File: config.mk
export PLATFORM = sky130hd
export DESIGN_NAME = edge_frame_ctrl
export DESIGN_NICKNAME = d
export VERILOG_FILES = /design/src/rtl/edge_frame_ctrl.sv
export SDC_FILE = /design/constraint.sdc
export NUM_CORES = 1
export LEC_CHECK = 0
export CORE_AREA = 10 10 135 137
export CTS_BUF_LIST = sky130_fd_sc_hd__clkbuf_4 sky130_fd_sc_hd__clkbuf_8
export DETAILED_ROUTE_END_ITERATION = 10
export DIE_AREA = 0 0 145 147
export GPL_TIMING_DRIVEN = 0
export MAX_ROUTING_LAYER = met4
export PLACE_DENSITY = 0.6
export SETUP_SLACK_MARGIN = 0.15
export SLEW_MARGIN = 20
export SYNTH_ARGS = -nofsm -noshare
export SYNTH_HDL_FRONTEND = slang
export SYNTH_SLANG_ARGS = --single-unit
export TNS_END_PERCENT = 100
File: constraint.sdc
create_clock -name clk -period 5.4 [get_ports clk]
set_clock_uncertainty 0.2 [all_clocks]
set_input_delay 1.62 -clock clk [delete_from_list [all_inputs] [get_ports clk]]
set_output_delay 1.62 -clock clk [all_outputs]
set_load 0.01 [all_outputs]
File: src/rtl/edge_frame_ctrl.sv
// edge_frame_ctrl: frame sequencer for the edge-detection datapath; EDGE_CTRL_PERF_EN adds cycle_cnt
module edge_frame_ctrl #(
  parameter int IMG_W = 64,
  parameter int IMG_H = 64,
  parameter int ADDR_W = 12,
  parameter int OUT_TOTAL = 3844,
  parameter int DRAIN_MAX = 256
) (
  input  logic              clk,
  input  logic              rst,
  input  logic              start,
  input  logic              cfg_we,
  input  logic [19:0]       cfg_threshold,
  output logic              busy,
  output logic              done,
  output logic              err,
  output logic              rd_en,
  output logic [ADDR_W-1:0] rd_addr,
  input  logic [23:0]       rd_data,
  output logic              det_rst,
  output logic [19:0]       threshold,
  output logic [7:0]        R,
  output logic [7:0]        G,
  output logic [7:0]        B,
  input  logic              det_en,
  input  logic [7:0]        det_x,
  input  logic [7:0]        det_y,
  output logic              wr_en,
  output logic [ADDR_W-1:0] wr_addr,
  output logic [15:0]       wr_data
`ifdef EDGE_CTRL_PERF_EN
  ,
  output logic [31:0]       cycle_cnt
`endif
);
  localparam int DW = $clog2(DRAIN_MAX) + 1;
  localparam logic [ADDR_W-1:0] LAST_PIX = ADDR_W'(IMG_W * IMG_H - 1);
  localparam logic [ADDR_W-1:0] LAST_OUT = ADDR_W'(OUT_TOTAL - 1);
  localparam logic [DW-1:0] LAST_DRAIN = DW'(DRAIN_MAX - 1);
  typedef enum logic [1:0] {IDLE, FEED, DRAIN, DONE} state_t;
  state_t state, state_nx;
  logic [ADDR_W-1:0] rd_cnt, out_cnt;
  logic [DW-1:0] drain_cnt;
  logic rd_vld, go, complete, timeout, capture;
  assign go = state == IDLE && start;
  assign busy = state == FEED || state == DRAIN;
  assign done = state == DONE;
  assign det_rst = busy;
  assign rd_en = state == FEED;
  assign rd_addr = rd_cnt;
  // the last result write is in flight this cycle; further det_en is surplus
  assign complete = wr_en && wr_addr == LAST_OUT;
  assign timeout = state == DRAIN && drain_cnt == LAST_DRAIN;
  assign capture = busy && det_en && !complete;
  always_ff @(posedge clk or negedge rst)
    if (!rst) state <= IDLE;
    else state <= state_nx;
  always_comb begin
    state_nx = state;
    if (go) state_nx = FEED;
    else if (busy && (complete || timeout)) state_nx = DONE;
    else if (state == FEED && rd_cnt == LAST_PIX) state_nx = DRAIN;
    else if (done) state_nx = IDLE;
  end
  always_ff @(posedge clk or negedge rst)
    if (!rst) begin
      rd_cnt <= '0;
      out_cnt <= '0;
      drain_cnt <= '0;
      err <= 1'b0;
      rd_vld <= 1'b0;
      {R, G, B} <= '0;
      wr_en <= 1'b0;
      wr_addr <= '0;
      wr_data <= '0;
      threshold <= '0;
    end else begin
      rd_vld <= rd_en;
      {R, G, B} <= rd_vld ? rd_data : '0;
      wr_en <= capture;
      if (capture) begin
        wr_addr <= out_cnt;
        wr_data <= {det_x, det_y};
        out_cnt <= out_cnt + 1'b1;
      end
      if (state == IDLE && cfg_we && !start) threshold <= cfg_threshold;
      if (go) begin
        rd_cnt <= '0;
        out_cnt <= '0;
        drain_cnt <= '0;
        err <= 1'b0;
      end else begin
        if (rd_en && rd_cnt != LAST_PIX) rd_cnt <= rd_cnt + 1'b1;
        if (state == DRAIN) drain_cnt <= drain_cnt + 1'b1;
        if (timeout && !complete) err <= 1'b1;
      end
    end
`ifdef EDGE_CTRL_PERF_EN
  always_ff @(posedge clk or negedge rst)
    if (!rst) cycle_cnt <= '0;
    else if (go) cycle_cnt <= '0;
    else if (busy) cycle_cnt <= cycle_cnt + 1;
`endif
endmodule

==> impl_metrics.yaml <==
setup_path:
  timing.critical_path.fanout_max: 7
  cpMaxStageDelayCell: "sky130_fd_sc_hd__clkdlybuf4s50_1"
  end_kind: "primary output"
  setup.worst_path.start_class: "flop"
  critical_path_class: "flop to primary output"
  cp_arrival_ns: 1.96
  cp_cell_sequence: "inv_1 > ha_1 > buf_4 > clkdlybuf4s50_1"
  cp_slowest_stage_delay_ns: 0.53
  cp.required_ns: 3.58
grt:
  first_pass_grt_wire_length_microns: 19870
  grt_pass1_vias: 3626
  grt_overflow: 0
  global_route.usage.total: 0.1185
  maximum_number_of_pins_on_one_net_before_global_route_repair: 66
  antenna_violations_before_repair: 0
route:
  vias_per_cell: 4.561
  detail_route.drc_violations: 0
  dr_wl_met2_microns: 5869
  maxUsedRoutingLayer: "met4"
  detail_route.wirelength_microns: 12210
  route.layer.met1.wl_microns: 5747
  via_count: 3412
  initialDrtViolationCount: 173
  antenna_violation_net_count_after_detailed_routing: 0
  number_of_iterations_in_the_first_detailed_routing_pass: 4
  met3_wirelength_microns: 411
  detail_route.wl_per_cell_microns: 16.33
status:
  status: "finished, final reports clean"
synthesis:
  synth_enable_flop_cells: 0
  synth.top_cell.area_share: 0.6006
  synth-async-reset-ratio: 1.000
  synth_largest_area_cell: "sky130_fd_sc_hd__dfrtp_1"
  syn-num-nets: 434
  synthesis.instances: 361
  area_contributors_post_synth: "sky130_fd_sc_hd__dfrtp_1, sky130_fd_sc_hd__mux2_2, sky130_fd_sc_hd__and2_1"
  post_synth_instance_area_sq_um: 4583
  post_synth.cell_area_avg_sq_um: 12.70
  synth.yosys.warnings: 0
  synth-seq-cells: 110
  synth_cell_type_count: 42
  share_of_the_yosys_chip_area_belonging_to_registers: 0.6006
  yosys_most_used_dff: "sky130_fd_sc_hd__dfrtp_1"
hold_path:
  hold_path_class: "flop to flop"
clock_tree:
  cts_setup_buffers: 0
  clkLatencyLatePin_ns: 0.37
  tritoncts: "done"
  htreeDepth: 3
  cts_hold_repair.buffers: 0
  clock_path_buffers: 2
  resized_gates_after_cts: 0
  clock-sinks: 110
  clk_root_buffer_cell: "sky130_fd_sc_hd__clkbuf_8"
  cts_made_buffers: 9
  clk_transition_reported_paths_ns: 0.10
pwr:
  power.density_cell_area_nw_per_um2: 339.4
  share_seq_of_total_power: 0.483
  switching_share: 0.2907
  power_report.internal_total_mw: 1.597
  clkPwrFrac: 0.229
  p_leak_nw: 2.777
  p_sw_mw: 0.6544
  comb_power_share: 0.287
  vdd_drop_max_mv: 0.1257
floorplanning:
  floorplan.initialDensity: 0.2938
  io_pins: 155
  placementRows: 46
  design.die.area_sq_um: 21320
  die-height_microns: 147
  fp.coreArea_sq_um: 15600
  die_w_microns: 145
timing:
  unrepaired_setup_endpoints_after_global_routing: "false"
  final_critical_path_setup_slack_ns: 1.616
  timing_max_transition_violations_final: 0
  setup_violations: 0
  tightestPinTransition_ns: 0.6624
  max_clock_freq_mhz: 264.3
  fin_tns_setup_ns: 0
  hold_viol_final: 0
  period_needed_ns: 3.784
  max_slew_margin: 0.5522
  period_share: 0.7008
finish:
  finish.net_count: 600
  antenna-diode-count: 0
  syn_to_final_growth_pct: 44.72
  layout.cells.non_filler: 748
  drive_gt1_frac: 0.1429
placed_design:
  routabilityCongestion: 0.8433
  dpl_worst_slack_ns: 1.772
  dp_cells: 732
  detailed_place_hpwl_microns: 9302
  io_buffers: 154
run:
  cap_viol_max_count: 0
[layout make-up]
cell class	count	area (sq um)
clock inverter	5	57.56
inverter	4	15.01
multi-input combinational	232	1734
buffer	15	81.33
clock buffer	11	151.4
timing repair buffer	155	1570
fill	1517	8965
tap	216	270.3
sequential	110	2753
[placed cells by master (no fill, tap or decap), drive strengths merged, types with 8 or more instances in the layout]
cell type        n
ha               8
and2            28
mux2            48
nand2           16
buf              9
or3              8
o21ai           13
nand3           10
a21oi           15
clkdlybuf4s50  153
dfrtp          110
nor2            18
nand4           12
clkbuf          19
[path summary, 6_finish.rpt]
| path | from | to | slack, ns | cells after the start |
|---|---|---|---|---|
| max | state[0]$_DFFE_PN0P_ | det_rst | 1.62 | 4 |
| min | err$_DFFE_PN0P_ | err$_DFFE_PN0P_ | 0.31 | 2 |
| max reg2reg | state[1]$_DFFE_PN0P_ | rd_addr[10]$_DFFE_PN0P_ | 3.14 | 6 |
| min reg2reg | err$_DFFE_PN0P_ | err$_DFFE_PN0P_ | 0.31 | 2 |
| max in group asynchronous | rst | drain_cnt[1]$_DFFE_PN0P_ | 3.37 | 2 |
| min in group asynchronous | rst | threshold[13]$_DFFE_PN0P_ | 0.97 | 1 |
[flip-flops by register name (all words and copies together), names as in the netlist, 9 cells and up]
register	flops
wr_addr	12
drain_cnt	9
wr_data	16
out_cnt	12
threshold	20
rd_addr	12
[worst max-delay path: cells and delay by family (launching register included)]
kind | cells | cell delay, ns
DFF | 1 | 0.41
adders and majority gates | 1 | 0.43
buffers and inverters | 3 | 0.76
[cell usage after synthesis (2+ instances only)]
master,instances
sky130_fd_sc_hd__and2_1,28
sky130_fd_sc_hd__clkbuf_1,8
sky130_fd_sc_hd__mux2i_1,3
sky130_fd_sc_hd__inv_1,4
sky130_fd_sc_hd__a21oi_1,15
sky130_fd_sc_hd__mux2_4,9
sky130_fd_sc_hd__dfrtp_1,110
sky130_fd_sc_hd__buf_2,2
sky130_fd_sc_hd__nand2_1,16
sky130_fd_sc_hd__ha_1,8
sky130_fd_sc_hd__nor3_1,2
sky130_fd_sc_hd__a31oi_1,7
sky130_fd_sc_hd__or3_1,8
sky130_fd_sc_hd__buf_4,2
sky130_fd_sc_hd__xnor2_1,2
sky130_fd_sc_hd__nand4_1,12
sky130_fd_sc_hd__o31ai_1,5
sky130_fd_sc_hd__mux2_2,39
sky130_fd_sc_hd__nor4_1,2
sky130_fd_sc_hd__or4_1,6
sky130_fd_sc_hd__nand3_1,10
sky130_fd_sc_hd__buf_6,2
sky130_fd_sc_hd__o21ai_0,13
sky130_fd_sc_hd__xor2_1,6
sky130_fd_sc_hd__and4_1,4
sky130_fd_sc_hd__nor2_1,17
sky130_fd_sc_hd__and3_1,6
[logic make-up after synthesis]
group                    synth area share
AO/OA/AOI/OAI                     0.06115
XOR/XNOR                          0.01529
adder cells (fa/ha/maj)           0.02184
buffers and inverters             0.02102
flip-flops                         0.6006
multiplexers                       0.1319
AND/OR/NAND/NOR                    0.1482
[per-layer routing]
metal | up-vias | track usage
met2 | 102 | 0.1830
met4 | 0 | 0.04035
met5 | - | -
met3 | 14 | 0.02549
li1 | 1627 | -
met1 | 1669 | 0.1514
[through the flow]
| stage | total power, mW | area [sq um] | utilization | hold WS, ns |
|---|---|---|---|---|
| 2_1_floorplan | 1.351 | 4583 | - | 0.2887 |
| 3_3_place_gp | 1.740 | 6395 | 0.4100 | 0.2866 |
| 3_5_place_dp | 1.762 | 6424 | 0.4118 | 0.2942 |
| 4_1_cts | 2.293 | 6633 | 0.4252 | 0.3187 |
| 5_1_grt | 2.390 | 6633 | 0.4252 | 0.3269 |
| 6_report | 2.251 | 6633 | 0.4252 | 0.3120 |
[power by group through the flow]
stage	Clock, mW	Combinational [mW]	Sequential, mW
2_1_floorplan	0	0.209	1.14
3_3_place_gp	0	0.645	1.10
3_5_place_dp	0	0.659	1.10
4_1_cts	0.544	0.662	1.09
5_1_grt	0.575	0.704	1.11
6_report	0.517	0.647	1.09
No activity file was read; power rests on OpenSTA's default activity.
